==> src/rtl/dm_access_pkg.sv <==
// Shared types and constants for the data-memory access controller.
// Combinational only; no latency.
// No flow control of its own.
package dm_access_pkg;

    localparam logic [1:0] SIZE_BYTE    = 2'b00;
    localparam logic [1:0] SIZE_HALF    = 2'b01;
    localparam logic [1:0] SIZE_WORD    = 2'b10;
    localparam logic [1:0] SIZE_ILLEGAL = 2'b11;

    localparam int unsigned DM_BYTES_DEFAULT = 12288;
    localparam int unsigned ADDR_LSB         = 2;

    typedef enum logic [2:0] {
        ST_IDLE       = 3'd0,
        ST_CHECK_FAIL = 3'd1,
        ST_LOAD       = 3'd2,
        ST_RMW_READ   = 3'd3,
        ST_WRITE      = 3'd4,
        ST_DONE       = 3'd5
    } state_t;

    // Request fields captured on the accept edge.
    typedef struct packed {
        logic        we;
        logic [1:0]  size;
        logic        sext;
        logic [31:0] addr;
        logic [31:0] wdata;
        logic [31:0] pc;
    } req_t;

    // Misaligned, illegal-size or beyond-the-last-byte requests never reach DM.
    function automatic logic req_bad(input logic [31:0] addr, input logic [1:0] size,
                                     input logic [31:0] last_addr);
        return (size == SIZE_ILLEGAL) ||
               ((size == SIZE_HALF) && addr[0]) ||
               ((size == SIZE_WORD) && (addr[1:0] != 2'b00)) ||
               (addr > last_addr);
    endfunction

endpackage

==> src/rtl/dm_access_ctrl_if.sv <==
// Pipeline request/response and DM word-port signals of the access controller.
// Wires only; no latency.
// Pipeline stalls while req_ready is low; DM is always ready.
interface dm_access_ctrl_if;
    logic        req_valid;
    logic        req_ready;
    logic        req_we;
    logic [1:0]  req_size;
    logic        req_sext;
    logic [31:0] req_addr;
    logic [31:0] req_wdata;
    logic [31:0] req_pc;
    logic        resp_valid;
    logic [31:0] resp_rdata;
    logic        resp_err;
    logic        dm_we;
    logic [31:0] dm_addr;
    logic [31:0] dm_wdata;
    logic [31:0] dm_rdata;
    logic [31:0] dm_pc;

    // Controller view.
    modport slave (
        input  req_valid, req_we, req_size, req_sext, req_addr, req_wdata, req_pc, dm_rdata,
        output req_ready, resp_valid, resp_rdata, resp_err, dm_we, dm_addr, dm_wdata, dm_pc
    );

    // Pipeline + DM RAM view.
    modport master (
        output req_valid, req_we, req_size, req_sext, req_addr, req_wdata, req_pc, dm_rdata,
        input  req_ready, resp_valid, resp_rdata, resp_err, dm_we, dm_addr, dm_wdata, dm_pc
    );
endinterface

==> src/rtl/dm_byte_lane.sv <==
// Byte/half lane extraction with sign/zero extension, and sub-word merge into a word.
// Purely combinational; zero latency.
// No flow control.
module dm_byte_lane
    import dm_access_pkg::*;
(
    input  logic [31:0] word,
    input  logic [31:0] data,
    input  logic [1:0]  addr_lo,
    input  logic [1:0]  size,
    input  logic        sext,
    output logic [31:0] ext_word,
    output logic [31:0] merged_word
);
    logic [7:0]  byte_sel;
    logic [15:0] half_sel;

    // Pick the addressed lane (little-endian) and extend it to 32 bits.
    always_comb begin
        byte_sel = word[7:0];
        case (addr_lo)
            2'd1:    byte_sel = word[15:8];
            2'd2:    byte_sel = word[23:16];
            2'd3:    byte_sel = word[31:24];
            default: byte_sel = word[7:0];
        endcase
        half_sel = addr_lo[1] ? word[31:16] : word[15:0];
        case (size)
            SIZE_BYTE: ext_word = {{24{sext & byte_sel[7]}}, byte_sel};
            SIZE_HALF: ext_word = {{16{sext & half_sel[15]}}, half_sel};
            default:   ext_word = word;
        endcase
    end

    // Replace only the addressed lane(s) of the current word with the store data.
    always_comb begin
        merged_word = word;
        case (size)
            SIZE_BYTE: begin
                case (addr_lo)
                    2'd1:    merged_word[15:8]  = data[7:0];
                    2'd2:    merged_word[23:16] = data[7:0];
                    2'd3:    merged_word[31:24] = data[7:0];
                    default: merged_word[7:0]   = data[7:0];
                endcase
            end
            SIZE_HALF: begin
                if (addr_lo[1]) merged_word[31:16] = data[15:0];
                else            merged_word[15:0]  = data[15:0];
            end
            default: merged_word = data;
        endcase
    end
endmodule

==> src/rtl/dm_access_ctrl.sv <==
// MEM-stage to DM word-port controller: byte/half/word loads, word stores, RMW sub-word stores.
// Response 3 cycles after accept (4 for sub-word stores); one request in flight at a time.
// req_ready only in IDLE with no response pending, so throughput is 1 per 4 (5) cycles.
module dm_access_ctrl
    import dm_access_pkg::*;
#(
    parameter int unsigned DM_BYTES = DM_BYTES_DEFAULT
) (
    input  logic            clk,
    input  logic            RESET,
    dm_access_ctrl_if.slave bus
);
    localparam logic [31:0] LAST_ADDR = 32'(DM_BYTES - 1);
    localparam logic [31:0] WORD_MASK = ~((32'd1 << ADDR_LSB) - 32'd1);

    state_t      state_q, state_d;
    req_t        req_q;
    logic [31:0] rdata_q;
    logic        err_q;
    logic        resp_valid_q;
    logic        resp_err_q;
    logic        accept;
    logic        bad;
    logic [31:0] lane_ext;
    logic [31:0] lane_merge;

    // The response cycle also keeps ready low so a response and the next accept never overlap.
    assign bus.req_ready = (state_q == ST_IDLE) & ~resp_valid_q & ~RESET;
    assign accept        = bus.req_valid & bus.req_ready;
    assign bad           = req_bad(bus.req_addr, bus.req_size, LAST_ADDR);

    assign bus.dm_we      = (state_q == ST_WRITE) & ~RESET;
    assign bus.dm_addr    = req_q.addr & WORD_MASK;
    assign bus.dm_wdata   = req_q.wdata;
    assign bus.dm_pc      = req_q.pc;
    assign bus.resp_valid = resp_valid_q;
    assign bus.resp_err   = resp_err_q;
    assign bus.resp_rdata = rdata_q;

    dm_byte_lane u_lane (
        .word        (bus.dm_rdata),
        .data        (req_q.wdata),
        .addr_lo     (req_q.addr[1:0]),
        .size        (req_q.size),
        .sext        (req_q.sext),
        .ext_word    (lane_ext),
        .merged_word (lane_merge)
    );

    // Next-state selection; errors bypass every DM access.
    always_comb begin
        state_d = state_q;
        case (state_q)
            ST_IDLE: begin
                if (accept) begin
                    if (bad)                            state_d = ST_CHECK_FAIL;
                    else if (!bus.req_we)               state_d = ST_LOAD;
                    else if (bus.req_size == SIZE_WORD) state_d = ST_WRITE;
                    else                                state_d = ST_RMW_READ;
                end
            end
            ST_CHECK_FAIL: state_d = ST_DONE;
            ST_LOAD:       state_d = ST_DONE;
            ST_RMW_READ:   state_d = ST_WRITE;
            ST_WRITE:      state_d = ST_DONE;
            ST_DONE:       state_d = ST_IDLE;
            default:       state_d = ST_IDLE;
        endcase
    end

    // State, request latch, load result / merged word, and registered response.
    always_ff @(posedge clk) begin
        if (RESET) begin
            state_q      <= ST_IDLE;
            req_q        <= '0;
            rdata_q      <= '0;
            err_q        <= 1'b0;
            resp_valid_q <= 1'b0;
            resp_err_q   <= 1'b0;
        end else begin
            state_q      <= state_d;
            resp_valid_q <= (state_q == ST_DONE);
            resp_err_q   <= (state_q == ST_DONE) & err_q;
            if (accept) begin
                req_q <= '{we: bus.req_we, size: bus.req_size, sext: bus.req_sext,
                           addr: bus.req_addr, wdata: bus.req_wdata, pc: bus.req_pc};
                rdata_q <= '0;
                err_q   <= bad;
            end
            if (state_q == ST_LOAD) begin
                rdata_q <= lane_ext;
            end
            // The merged word replaces the store data so WRITE always drives req_q.wdata.
            if (state_q == ST_RMW_READ) begin
                req_q.wdata <= lane_merge;
            end
        end
    end
endmodule

==> src/flat_wrapper.sv <==
// flat-port wrapper written by rule: the top's interface ports become plain ports
module dm_access_ctrl_flat import dm_access_pkg::*;
#(
    parameter int unsigned DM_BYTES = DM_BYTES_DEFAULT
)
  (clk, RESET, bus_req_valid, bus_req_we, bus_req_size, bus_req_sext, bus_req_addr, bus_req_wdata, bus_req_pc, bus_dm_rdata, bus_req_ready, bus_resp_valid, bus_resp_rdata, bus_resp_err, bus_dm_we, bus_dm_addr, bus_dm_wdata, bus_dm_pc);
  dm_access_ctrl_if bus_i ();
  input  logic clk;
  input  logic RESET;
  input wire logic [$bits(bus_i.req_valid)-1:0] bus_req_valid;
  input wire logic [$bits(bus_i.req_we)-1:0] bus_req_we;
  input wire logic [$bits(bus_i.req_size)-1:0] bus_req_size;
  input wire logic [$bits(bus_i.req_sext)-1:0] bus_req_sext;
  input wire logic [$bits(bus_i.req_addr)-1:0] bus_req_addr;
  input wire logic [$bits(bus_i.req_wdata)-1:0] bus_req_wdata;
  input wire logic [$bits(bus_i.req_pc)-1:0] bus_req_pc;
  input wire logic [$bits(bus_i.dm_rdata)-1:0] bus_dm_rdata;
  output wire logic [$bits(bus_i.req_ready)-1:0] bus_req_ready;
  output wire logic [$bits(bus_i.resp_valid)-1:0] bus_resp_valid;
  output wire logic [$bits(bus_i.resp_rdata)-1:0] bus_resp_rdata;
  output wire logic [$bits(bus_i.resp_err)-1:0] bus_resp_err;
  output wire logic [$bits(bus_i.dm_we)-1:0] bus_dm_we;
  output wire logic [$bits(bus_i.dm_addr)-1:0] bus_dm_addr;
  output wire logic [$bits(bus_i.dm_wdata)-1:0] bus_dm_wdata;
  output wire logic [$bits(bus_i.dm_pc)-1:0] bus_dm_pc;
  assign bus_i.req_valid = bus_req_valid;
  assign bus_i.req_we = bus_req_we;
  assign bus_i.req_size = bus_req_size;
  assign bus_i.req_sext = bus_req_sext;
  assign bus_i.req_addr = bus_req_addr;
  assign bus_i.req_wdata = bus_req_wdata;
  assign bus_i.req_pc = bus_req_pc;
  assign bus_i.dm_rdata = bus_dm_rdata;
  assign bus_req_ready = bus_i.req_ready;
  assign bus_resp_valid = bus_i.resp_valid;
  assign bus_resp_rdata = bus_i.resp_rdata;
  assign bus_resp_err = bus_i.resp_err;
  assign bus_dm_we = bus_i.dm_we;
  assign bus_dm_addr = bus_i.dm_addr;
  assign bus_dm_wdata = bus_i.dm_wdata;
  assign bus_dm_pc = bus_i.dm_pc;
  dm_access_ctrl #(.DM_BYTES(DM_BYTES)) u_core (.clk(clk), .RESET(RESET), .bus(bus_i));
endmodule
==> config.mk <==
export PLATFORM = sky130hd
export DESIGN_NAME = dm_access_ctrl_flat
export DESIGN_NICKNAME = d
export VERILOG_FILES = /design/src/rtl/dm_access_pkg.sv /design/src/rtl/dm_access_ctrl_if.sv /design/src/rtl/dm_byte_lane.sv /design/src/rtl/dm_access_ctrl.sv /design/src/flat_wrapper.sv
export SDC_FILE = /design/constraint.sdc
export NUM_CORES = 1
export LEC_CHECK = 0
export ABC_AREA = 1
export BUFFER_PORTS_ARGS = -buffer_cell sky130_fd_sc_hd__buf_4
export CAP_MARGIN = 25
export CORE_AREA = 2 2 124 126
export DETAILED_ROUTE_END_ITERATION = 8
export DIE_AREA = 0 0 126 128
export PLACE_DENSITY = 0.79
export SYNTH_ARGS = -nofsm -noshare
export SYNTH_HDL_FRONTEND = slang
export SYNTH_SLANG_ARGS = --single-unit
==> constraint.sdc <==
create_clock -name clk -period 1.7 [get_ports clk]
set_input_delay 0.34 -clock clk [delete_from_list [all_inputs] [get_ports clk]]
set_output_delay 0.34 -clock clk [all_outputs]
set_load 0.01 [all_outputs]
==> results.yml <==
setup_path:
  critPathSlowestCell: "dfxtp_2"
  crit_fanout: 6
  r2r_cells: 10
  worstReg2RegEnd: "u_core.bus.dm_wdata[18]"
  worstPathCellList: "nor2_4, nand2_4, nor2_1, nand2_1, nor2_4, buf_4, buf_12, nand2_1, and2_0, a21oi_1"
  end_kind: "register"
  setup.worst_path.start_class: "register"
  regToRegSetupSlack_ns: 0.06
  cp.arrival_ns: 1.99
  cpPeakStageDelay_ns: 0.34
  path_class: "register to register"
  regToRegStartpoint: "u_core.state_q[2]"
  crit_required_ns: 2.06
job:
  cap_violations: 0
hold_path:
  hold_depth: 3
  worstHoldPathType: "input pin to register"
  min-delay-start: "bus_req_wdata[13]"
  min_to: "u_core.bus.dm_wdata[13]"
route:
  drtPass1Iterations: 5
  ant_nets: 0
  wire_per_inst_um: 16.3
  avgViaCountPerCell: 5.14
  vias: 7365
  drt_iter0_drc: 554
  drt_wl_total_um: 23300
  drc: 0
final_layout:
  multiInputGateArea_um2: 3230
  n_antenna_cell: 0
  nets: 1367
  final_common_cell: "buf_4"
  area_growth_pct: 32.0
  final_cell_mix: "296 x buf_4, 207 x nand2_1, 183 x nor2_1, 133 x dfxtp_1, 106 x o21ai_0"
  drive_gt1_frac: 0.303
  regArea_um2: 2750
  fillers: 1355
yosys:
  syn_area_um2: 7220
  ys_seq_area_frac: 0.380
  yosysUniqueCellTypes: 32
  synth.avg_cell_area_um2: 6.82
  synthCells: 1059
  synthTopCellsByArea: "dfxtp_1 38%, buf_4 11%, nand2_1 11%, nor2_1 9.6%, o21ai_0 7.4%"
  synth-seq-cells: 137
  yosysTopAreaCell: "dfxtp_1"
  ys_warn_count: 0
  synth_top_cell_area_share: 0.380
placed_design:
  port_buffers: 264
  gp_congestion: 0.991
  place_hpwl_um: 17100
global_route:
  grtUsageTotal: 0.281
  grt_pass1_wl_um: 35800
  grt_pass1_vias: 6923
  antenna_found_initial: 0
  grt_max_degree: 95
  grt_overflow_total: 0
sta:
  skew_ns: 0.0143
  slew_viol_final: 0
  period_share: 0.963
  max_freq_mhz: 611
  hold_violations: 0
  timing.hold.ws_ns: 0.141
  setup_violations: 0
  rsz0062_at_grt: "yes"
  max_slew_margin: 0.586
  tightest_slew_ns: 0.621
  period_needed_ns: 1.64
cts:
  htreeDepth: 4
  cts_tree: "done"
  clock_latency_ns: 0.43
  cts_hold_buf: 0
  numCtsBuffers: 17
  root_buffer: "clkbuf_16"
  cts_num_sinks: 137
  clockBufferDepth: 2
  path_clk_slew_ns: 0.06
power_and_ir_drop:
  intPower_w: 0.00654
  p_sw_frac: 0.290
  power_w: 0.00922
  p_leak_nw: 4.50
  p_sw_w: 0.00268
  power_density_nw_per_um2: 967
  p_comb_frac: 0.206
  clock_power_share: 0.407
  irDropWorstVdd_uv: 701
  seq_power_share: 0.387
floorplanning:
  pin_count: 267
  rows: 45
  start_util: 0.486
  core_um2: 14900
  die-area_um2: 16100
  fp.dieH_um: 128
  chipWidth_um: 126
outcome:
  status: "finished clean"
==> sequential cells by signal (all words and copies together), names as in the netlist <==
signal	cells
u_core.bus.dm_addr	30
u_core.bus.resp_err	1
u_core.req_q	5
u_core.state_q	3
u_core.bus.dm_pc	32
u_core.err_q	1
u_core.bus.resp_rdata	32
u_core.bus.resp_valid	1
u_core.bus.dm_wdata	32
==> worst max path at each step <==
stage,from,to,cells past startpoint
global placement,u_core.req_q[98],u_core.bus.resp_rdata[18],5
floorplan,RESET,u_core.bus.dm_addr[11],7
detailed placement,u_core.req_q[98],u_core.bus.resp_rdata[30],5
finish,u_core.state_q[2],u_core.bus.dm_wdata[18],10
global route,u_core.state_q[2],u_core.bus.dm_wdata[18],10
CTS,u_core.req_q[98],u_core.bus.resp_rdata[17],5
==> power groups by stage <==
stage,Combinational (W),Sequential [W],Clock (W)
after floorplan,0.00124,0.00358,0
after global placement,0.00178,0.00363,0
after detailed placement,0.00180,0.00363,0
after CTS,0.00181,0.00356,0.00379
after global routing,0.00209,0.00359,0.00392
final,0.00190,0.00357,0.00375
==> through the flow <==
stage	std cells	setup TNS (ns)	cell area, µm²	worst slack (ns)	utilization
global placement	1392	0	8770	0.0188	0.590
detailed placement	1392	0	8770	0.0491	0.590
CTS	1424	0	9360	0.00348	0.630
floorplan	1060	0	7230	0.205	-
finish	1433	0	9540	0.0629	0.641
global route	1433	-1.41	9540	-0.0994	0.641
==> synthesized netlist by cell type (all sizes together) <==
master and n:
a21oi 103, a22oi 4, and2 4, buf 129, clkbuf 26, conb 1, dfxtp 137, inv 64
nand2 219, nand3 39, nand4 1, nor2 190, nor3 3, nor3b 1, o211ai 20, o21ai 110
o21bai 1, or2 7
==> worst max-delay path, delay by kind of cell (launching register included) <==
| kind | cells | cell delay [ns] |
|---|---|---|
| flops | 1 | 0.34 |
| buf+inv | 2 | 0.30 |
| simple gates | 7 | 0.81 |
| compound gates | 1 | 0.13 |
==> repair_timing <==
action	CTS	global route
setup buffers	0	6
endpoints found under the setup margin	0	82
resized for setup	0	13
hold endpoints to repair	0	0
==> area by class of cell <==
class,count,share of cell area
Multi-Input combinational cell,704,0.339
Sequential cell,137,0.288
Timing Repair Buffer,308,0.261
Clock buffer,20,0.0479
Inverter,64,0.0252
Tap cell,188,0.0247
Clock inverter,12,0.0147
==> routing by layer <==
layer | vias to the layer above | routed length (µm) | GRT usage
li1 | 3647 | - | -
met3 | 69 | 1720 | 0.0618
met4 | 0 | 948 | 0.141
met1 | 3314 | 10300 | 0.369
met5 | - | 0 | 0
met2 | 335 | 10400 | 0.437
==> cell families (layout without fill, tap and decap cells) <==
logic type | Yosys count | count (layout) | share of synthesized area
AO/OA/AOI/OAI | 238 | 238 | 0.174
other | 1 | 2 | 0.000519
flip-flops | 137 | 137 | 0.380
buffers and inverters | 219 | 404 | 0.176
AND/OR/NAND/NOR | 464 | 464 | 0.269
No activity file was read; power rests on OpenSTA's default activity.
